<file path="src/rtl/mem_bist_pkg.sv">
// -----------------------------------------------------------------------------
// mem_bist_pkg : shared types and background-pattern function for mem_bist
// Rev 1.0
// -----------------------------------------------------------------------------
`default_nettype none

package mem_bist_pkg;

  typedef enum logic [2:0] {
    ST_IDLE = 3'd0,
    ST_W0   = 3'd1,
    ST_R0W1 = 3'd2,
    ST_R1   = 3'd3,
    ST_DONE = 3'd4
  } state_e;

  localparam logic [1:0] PAT_ZERO    = 2'd0;
  localparam logic [1:0] PAT_CHECKER = 2'd1;
  localparam logic [1:0] PAT_ADDR    = 2'd2;
  localparam logic [1:0] PAT_ONES    = 2'd3;

  // Returns the background at full 64-bit width; callers keep the low DW bits.
  function automatic logic [63:0] pattern_word(input logic [1:0] pat,
                                               input logic [63:0] addr);
    logic [63:0] w;
    w = '0;
    case (pat)
      PAT_ZERO:    w = '0;
      PAT_CHECKER: w = addr[0] ? {32{2'b10}} : {32{2'b01}};
      PAT_ADDR:    w = addr;
      default:     w = '1;
    endcase
    return w;
  endfunction

endpackage

`default_nettype wire

</file>
<file path="src/rtl/mem_bist_pattern.sv">
// -----------------------------------------------------------------------------
// mem_bist_pattern : combinational background generator (pattern, addr, invert)
// Rev 1.0
// -----------------------------------------------------------------------------
`default_nettype none

module mem_bist_pattern
  import mem_bist_pkg::*;
#(
  parameter int AW = 15,
  parameter int DW = 16
) (
  input  logic [1:0]    pattern,
  input  logic [AW-1:0] addr,
  input  logic          invert,
  output logic [DW-1:0] word
);

  logic [DW-1:0] base;

  assign base = DW'(pattern_word(pattern, 64'(addr)));
  assign word = invert ? ~base : base;

endmodule

`default_nettype wire

</file>
<file path="src/rtl/mem_bist.sv">
// -----------------------------------------------------------------------------
// mem_bist : three-pass march BIST controller for an async-read word memory
// Rev 1.0
// -----------------------------------------------------------------------------
`default_nettype none

module mem_bist
  import mem_bist_pkg::*;
#(
  parameter int AW = 15,
  parameter int DW = 16
) (
  input  logic          clk,
  input  logic          rst_n,
  input  logic          start,
  input  logic [1:0]    pattern,
  output logic          busy,
  output logic          done,
  output logic          pass,
  output logic [7:0]    fail_cnt,
  output logic [AW-1:0] err_addr,
  output logic [DW-1:0] err_exp,
  output logic [DW-1:0] err_got,
  output logic [AW-1:0] mem_a,
  output logic [DW-1:0] mem_d,
  output logic          mem_we,
  input  logic [DW-1:0] mem_spo
);

  localparam logic [AW-1:0] ADDR_MAX = '1;

  state_e        state_q, state_d;
  logic [AW-1:0] addr_q, addr_d;
  logic [1:0]    pat_q, pat_d;
  logic [7:0]    fail_cnt_q, fail_cnt_d;
  logic [AW-1:0] err_addr_q, err_addr_d;
  logic [DW-1:0] err_exp_q, err_exp_d;
  logic [DW-1:0] err_got_q, err_got_d;
  logic          pass_q, pass_d;
  logic          done_q, done_d;

  logic [DW-1:0] wr_word;
  logic [DW-1:0] exp_word;
  logic          wr_inv;
  logic          exp_inv;
  logic          mismatch;

  assign wr_inv  = (state_q == ST_R0W1);
  assign exp_inv = (state_q == ST_R1);

  mem_bist_pattern #(.AW(AW), .DW(DW)) u_wr_pat (
    .pattern (pat_q),
    .addr    (addr_q),
    .invert  (wr_inv),
    .word    (wr_word)
  );

  mem_bist_pattern #(.AW(AW), .DW(DW)) u_exp_pat (
    .pattern (pat_q),
    .addr    (addr_q),
    .invert  (exp_inv),
    .word    (exp_word)
  );

  // Zero-latency read: mem_spo is valid for addr_q within the same cycle.
  assign mismatch = ((state_q == ST_R0W1) || (state_q == ST_R1)) && (mem_spo != exp_word);

  always_ff @(posedge clk or negedge rst_n) begin
    if (!rst_n) begin
      state_q    <= ST_IDLE;
      addr_q     <= '0;
      pat_q      <= PAT_ZERO;
      fail_cnt_q <= '0;
      err_addr_q <= '0;
      err_exp_q  <= '0;
      err_got_q  <= '0;
      pass_q     <= 1'b0;
      done_q     <= 1'b0;
    end else begin
      state_q    <= state_d;
      addr_q     <= addr_d;
      pat_q      <= pat_d;
      fail_cnt_q <= fail_cnt_d;
      err_addr_q <= err_addr_d;
      err_exp_q  <= err_exp_d;
      err_got_q  <= err_got_d;
      pass_q     <= pass_d;
      done_q     <= done_d;
    end
  end

  always_comb begin
    state_d    = state_q;
    addr_d     = addr_q;
    pat_d      = pat_q;
    fail_cnt_d = fail_cnt_q;
    err_addr_d = err_addr_q;
    err_exp_d  = err_exp_q;
    err_got_d  = err_got_q;
    pass_d     = pass_q;
    done_d     = 1'b0;

    case (state_q)
      ST_IDLE, ST_DONE: begin
        if (start) begin
          state_d    = ST_W0;
          addr_d     = '0;
          pat_d      = pattern;
          fail_cnt_d = '0;
          err_addr_d = '0;
          err_exp_d  = '0;
          err_got_d  = '0;
          pass_d     = 1'b0;
        end
      end
      ST_W0: begin
        addr_d = addr_q + 1'b1;
        if (addr_q == ADDR_MAX) begin
          state_d = ST_R0W1;
          addr_d  = '0;
        end
      end
      ST_R0W1: begin
        addr_d = addr_q + 1'b1;
        if (addr_q == ADDR_MAX) begin
          state_d = ST_R1;
          addr_d  = ADDR_MAX;
        end
      end
      ST_R1: begin
        addr_d = addr_q - 1'b1;
        if (addr_q == '0) begin
          state_d = ST_DONE;
          addr_d  = '0;
        end
      end
      default: state_d = ST_IDLE;
    endcase

    if (mismatch) begin
      if (fail_cnt_q != 8'hFF) fail_cnt_d = fail_cnt_q + 8'd1;
      if (fail_cnt_q == 8'd0) begin
        err_addr_d = addr_q;
        err_exp_d  = exp_word;
        err_got_d  = mem_spo;
      end
    end

    // Verdict must include the compare made on the final R1 address.
    if ((state_q == ST_R1) && (addr_q == '0)) begin
      done_d = 1'b1;
      pass_d = (fail_cnt_d == 8'd0);
    end
  end

  always_comb begin
    mem_we = 1'b0;
    busy   = 1'b0;
    mem_d  = '0;
    case (state_q)
      ST_W0, ST_R0W1: begin
        mem_we = 1'b1;
        busy   = 1'b1;
        mem_d  = wr_word;
      end
      ST_R1:   busy = 1'b1;
      default: ;
    endcase
  end

  assign mem_a    = addr_q;
  assign done     = done_q;
  assign pass     = pass_q;
  assign fail_cnt = fail_cnt_q;
  assign err_addr = err_addr_q;
  assign err_exp  = err_exp_q;
  assign err_got  = err_got_q;

endmodule

`default_nettype wire

</file>
<file path="config.mk">
export PLATFORM = sky130hd
export DESIGN_NAME = mem_bist
export DESIGN_NICKNAME = d
export VERILOG_FILES = /design/src/rtl/mem_bist_pkg.sv /design/src/rtl/mem_bist_pattern.sv /design/src/rtl/mem_bist.sv
export SDC_FILE = /design/constraint.sdc
export NUM_CORES = 1
export LEC_CHECK = 0
export BUFFER_PORTS_ARGS = -buffer_cell sky130_fd_sc_hd__buf_2
export CAP_MARGIN = 10
export CORE_ASPECT_RATIO = 1.4
export CORE_MARGIN = 2
export CORE_UTILIZATION = 50
export CTS_BUF_LIST = sky130_fd_sc_hd__clkbuf_2
export DETAILED_ROUTE_END_ITERATION = 8
export PLACE_DENSITY = 0.79
export SYNTH_ARGS = -nofsm -noshare
export SYNTH_HDL_FRONTEND = slang
export SYNTH_HIERARCHICAL = 1
export SYNTH_SLANG_ARGS = --single-unit
</file>
<file path="constraint.sdc">
create_clock -name clk -period 3.4 [get_ports clk]
set_clock_uncertainty 0.15 [all_clocks]
set_input_delay 0 -clock clk [delete_from_list [all_inputs] [get_ports clk]]
set_output_delay 0 -clock clk [all_outputs]
set_load 0.01 [all_outputs]
</file>
## Word-level counts from Yosys, hierarchy flattened

Cells that the tools add are included.

- Register bits after elaboration: 77
- Input port bits: 21
- Output and inout bits: 90

- Bitwise gates (word level): 1
- Equal/unequal tests: 13
- Reductions and logical operators: 18
- Mux-type cells: 37
- Add/sub/neg operators: 3

Operators with widths:

| operator | number |
|---|---|
| $mux W16 | 12 |
| $mux W15 | 8 |
| $pmux W15 S4 | 1 |
| $pmux W16 S3 | 1 |
| $mux W8 | 4 |
| $logic_not A8 Y1 | 2 |
| $ne A16 B16 Y1 | 1 |
| $not A16 Y16 | 1 |
| $add A15 B1 Y15 const B | 1 |
| $eq A15 B15 Y1 const B | 1 |
| $logic_not A15 Y1 | 1 |
| $sub A15 B1 Y15 const B | 1 |
| $mux W3 | 4 |
| $pmux W3 S4 | 1 |
| $add A8 B1 Y8 const B | 1 |
| $ne A2 B2 Y1 const B | 4 |
| $ne A8 B8 Y1 const B | 1 |
| $eq A3 B2 Y1 const B | 2 |
| $mux W1 | 6 |
| $reduce_and A2 Y1 | 3 |
| $reduce_and A4 Y1 | 1 |
| $reduce_bool A2 Y1 | 2 |
| $reduce_bool A4 Y1 | 1 |
| $reduce_or A2 Y1 | 2 |
| other kinds (9) | 10 |

## Longest topological paths before layout

- Depth in word-level cells: 9
- Depth in mapped cells: 15
- Gate-level depth less buffers: 11

## Hierarchy

Netlist, hierarchy kept.

Modules (own cells, without submodules):

| module | sequential area each (µm²) | area an instance (µm²) | cells an instance | times used |
|---|---|---|---|---|
| mem_bist | 1926.8 | 4156.5 | 493 | 1 |
| mem_bist_pattern | 0.0 | 335.3 | 55 | 2 |

## Least setup slack after synthesis

No wires, ideal clock.

- Path kind: register to register
- From: register state_q[2]
- To: register pass_q (netlist: pass)
- Cell stages (with the launch flop): 14
- Period minus slack after synthesis: 3348 ps
- Slack: 52 ps
- Data arrival time: 3121 ps
- Buffers on the path: 2
- Data required time: 3174 ps
- Path through: dfrtp_1 > nor2b_1 > nand2_1 > inv_1 > buf_4 > buf_2 > xor2_1 > xnor2_1 > nand4_1 > nor4_4 > nand2b_1 > o211ai_1 > or4_1 > o21ai_1

- Longest elaborated chain between the ends: 7
- Elaborated cells on any way between the ends: 18
- Classes of those cells: 4 x eq/ne; 5 x mux; 9 x reduce/logical

Ends and longest elaborated chain:

| element | RTL line | source |
|---|---|---|
| from (decl) | mem_bist.sv:32 | `state_e state_q, state_d;` |
| from (signal assigned) | mem_bist.sv:80 | `state_q <= state_d;` |
| $eq A3 B2 Y1 | mem_bist.sv:49 | `assign exp_inv = (state_q == ST_R1);` |
| net exp_inv | mem_bist.sv:45 | `logic exp_inv;` |
| $mux W16 | mem_bist_pattern.sv:22 | `assign word = invert ? ~base : base;` |
| net exp_word[10] | mem_bist.sv:43 | `logic [DW-1:0] exp_word;` |
| $ne A16 B16 Y1 | mem_bist.sv:66 | `assign mismatch = ((state_q == ST_R0W1) \|\| (state_q == ST_R1)) && (mem_spo != exp_word);` |
| $logic_and A1 B1 Y1 | mem_bist.sv:66 |  |
| $mux W8 | mem_bist.sv:140 | `if (mismatch) begin` |
| net fail_cnt_d[4] | mem_bist.sv:35 | `logic [7:0] fail_cnt_q, fail_cnt_d;` |
| $logic_not A8 Y1 | mem_bist.sv:152 | `pass_d = (fail_cnt_d == 8'd0);` |
| $mux W1 | mem_bist.sv:150 | `if ((state_q == ST_R1) && (addr_q == '0)) begin` |
| to (signal assigned) | mem_bist.sv:87 | `pass_q <= pass_d;` |
| to (decl) | mem_bist.sv:39 | `logic pass_q, pass_d;` |

The timed path passes the listed nets, and every way through them passes these cells.
A chain may end at the register's enable or synchronous reset.

## Worst setup path in the final report

- From: register pat_q[0]
- To: register pass_q (netlist: pass)

- Longest elaborated chain between the ends: 9
- Elaborated cells on any way between the ends: 11
- Classes of those cells: 3 x eq/ne; 4 x mux; 1 x bitwise; 3 x reduce/logical

Ends and longest elaborated chain:

| element | RTL line | source |
|---|---|---|
| from (decl) | mem_bist.sv:34 | `logic [1:0] pat_q, pat_d;` |
| from (signal assigned) | mem_bist.sv:82 | `pat_q <= pat_d;` |
| $eq A2 B2 Y1, or another cell as far along | mem_bist_pkg.sv:27 | `case (pat)` |
| $pmux W16 S3 * | mem_bist_pkg.sv:27 |  |
| $not A16 Y16 | mem_bist_pattern.sv:22 |  |
| $mux W16 * | mem_bist_pattern.sv:22 |  |
| net exp_word[5] | mem_bist.sv:43 |  |
| $ne A16 B16 Y1 * | mem_bist.sv:66 |  |
| $logic_and A1 B1 Y1 * | mem_bist.sv:66 |  |
| $mux W8 * | mem_bist.sv:140 |  |
| net fail_cnt_d[4] | mem_bist.sv:35 |  |
| $logic_not A8 Y1 * | mem_bist.sv:152 |  |
| $mux W1 * | mem_bist.sv:150 |  |

The timed path passes the listed nets; every way through them passes the cells marked *.

==> out/qor.yml <==
outcome:
  status: "complete, no violations"
timing:
  fin_crit_ns: 3.32
  fmax_ghz: 0.301
  finalSetupTns_ns: 0
  hold_viol: 0
  finalSetupViolations: 0
  fin_crit_sh_pct: 97.7
  max-slew-margin-rel_pct: 52.0
  slew_violations: 0
  tightest_slew_ns: 0.715
floorplanning:
  die_x_microns: 87.0
  dieArea_sq_mm: 0.0105
  die_h_microns: 120
  coreArea_sq_mm: 0.00941
  row_count: 42
  start_util_pct: 51.3
  io_pins: 111
setup_path:
  criticalPathCategory: "flip-flop to flip-flop"
  cp_num_buf_inv: 0
  cp_max_fo: 18
  worstPathRequired_ns: 3.75
  cp-start-kind: "flip-flop"
  end_kind: "flip-flop"
  critPathArrivalTime_ns: 3.67
  cpMaxStageDelayCell: "dfrtp_1"
  critPathMaxStageDelay_ns: 0.75
  worstPathCellList: "a21oi_1, nor2_1, xor2_2, xnor2_1, nand4_1, nor4_4, nand2b_1, o211ai_1, or4_1, o21ai_1"
  crit_family: "simple AND/OR/NAND/NOR gates"
synth:
  synth_ff_type: "dfrtp_1"
  yosysMostFrequentCell: "nand2_1"
  netlist-cell-type-count: 55
  synth-async-reset-ratio_pct: 100
  ys_warn_count: 6
  syn_area_sq_mm: 0.00483
  syn-num-nets: 628
  synth_area_leaders: "dfrtp_1, nand2_1, o21ai_0, xor2_1, xnor2_1"
  synth_area_per_cell_sq_um: 8.01
  yosysSeqAreaShare_pct: 39.9
  synth-edff-count: 0
  yosys-top-cells-count: "nand2_1, dfrtp_1, o21ai_0"
  synth_top_area_share_pct: 39.9
  synth_top_area_cell: "dfrtp_1"
  ys_ff_latch: 77
  netlist_instances: 603
routing:
  antenna_left: 0
  wire_per_inst_microns: 16.9
  routed_via_density: 5.69
  vias: 4818
  drt-total-wl_microns: 14300
  drc_errors: 0
  first_iter_violations: 318
  drtPass1Iterations: 7
finish:
  fillers: 799
  area_growth_pct: 24.7
  drive_above_1_share_pct: 24.2
  layout.cells.non_filler: 847
  final_nets: 757
  fin_util_pct: 64.0
grt:
  grt_max_degree: 95
  antenna_found_initial: 1
  grt_use_total_pct: 26.9
  grt_pass1_wl_microns: 22000
  grt_overflow: 0
  grt_pass1_vias: 4542
cts:
  numCtsBuffers: 9
  clk_pin_slew_ns: 0.23
  cts_buffer_depth: 2
  root_buffer: "clkbuf_2"
  cts_tree: "yes"
  cts.sinks: 77
  htree_levels: 3
  clock_latency_ns: 0.56
place:
  gp_congestion: 0.908
  dp_hpwl_microns: 9790
  numPlacedInstances: 805
  io_buffers: 110
min_path:
  hp-class: "input pin to flip-flop"
pwr:
  power_density_mw_per_mm2: 494
  p_leak_uw: 0.00301
  vdd_drop_max_uv: 222
flow_run:
  drv_cap: 0
[cell usage in the layout (no fill, tap or decap), types with 3 or more instances in the layout]
cell / count
nand2_1: 124
buf_2: 109
dfrtp_1: 76
o21ai_0: 70
nor2_1: 47
a21oi_1: 42
buf_4: 30
xnor2_1: 28
xor2_1: 27
dlygate4sd3_1: 23
and2_1: 19
inv_1: 11
nand3_1: 11
nor3_1: 10
clkbuf_2: 9
xor2_2: 7
nand4_1: 6
mux2i_1: 6
nand2b_1: 5
o211ai_1: 5
o21ai_1: 5
ha_1: 4
nor2_2: 3
o31ai_1: 3
o21a_1: 3
[logic make-up (layout without fill, tap and decap cells)]
logic type	Yosys count	in the layout	share of synthesized area, %
buf+inv	58	191	5.34
flops	77	77	39.9
other cells	0	1	0
fa+ha+maj	4	4	1.04
compound gates	148	148	17.4
xor+xnor	62	62	11.2
simple gates	248	248	23.8
mux	6	6	1.24
[power by group]
part | switching (uW) | internal (uW) | total, uW
clock network | 335 | 238 | 573
logic | 865 | 512 | 1380
registers | 72.8 | 948 | 1020
[worst reg2reg max path, stage by stage (launching register included)]
cell and delay, ns:
dfrtp_1 0.75, a21oi_1 0.13, nor2_1 0.27, xor2_2 0.23, xnor2_1 0.16, nand4_1 0.16
nor4_4 0.42, nand2b_1 0.19, o211ai_1 0.13, or4_1 0.54, o21ai_1 0.13
[through the flow]
stage	hold slack [ns]	power (uW)	setup slack, ns	instance area, sq um
final	0.0501	2970	0.0781	6020
after global routing	0.0374	3150	-0.0179	6020
after CTS	0.0327	2930	0.0799	5950
after detailed placement	0.0662	2330	0.176	5550
after global placement	0.0517	2290	0.328	5550
after floorplan	-0.446	1980	0.0523	4830
[repair_timing]
action	4_1_cts	5_1_grt
hold endpoints to repair	110	0
setup buffers	0	2
endpoints found under the setup margin	0	20
hold buffers	24	0
resized for setup	0	9
[state kept, by name, indices dropped and copies added, names as in the netlist]
signal / cells
err_addr: 15
done: 1
state_q: 3
mem_a: 15
err_got: 16
err_exp: 16
pat_q: 2
pass: 1
fail_cnt: 8
[worst paths after layout]
kind	depth (start not counted)	from	slack, ns	to
hold / removal	4	mem_spo[9]	0.05	err_got[9]
setup reg to reg	10	pat_q[0]	0.08	pass
hold reg to reg	2	err_exp[5]	0.39	err_exp[5]
setup / recovery	10	pat_q[0]	0.08	pass
max in group asynchronous	4	rst_n	2.33	pat_q[1]
min in group asynchronous	3	rst_n	0.20	mem_a[8]
[layout make-up]
| cell class | count | area [sq um] | share of cell area, % |
|---|---|---|---|
| diodes | 1 | 2.50 | 0.0416 |
| clock buffers | 9 | 45.0 | 0.748 |
| clock inverters | 6 | 88.8 | 1.48 |
| inverters | 11 | 41.3 | 0.686 |
| multi-input cells | 468 | 2710 | 45.0 |
| flip-flops and latches | 77 | 1930 | 32.0 |
| well taps | 110 | 138 | 2.29 |
| repair buffers | 165 | 1070 | 17.8 |
[metal layers]
layer  wire length, microns  global-route usage [%]
met1                   5230                    30.5
met2                   7880                    48.5
met3                    814                    4.23
met4                    403                    11.7
met5                      0                       0
Power figures use the tool's default switching activity.
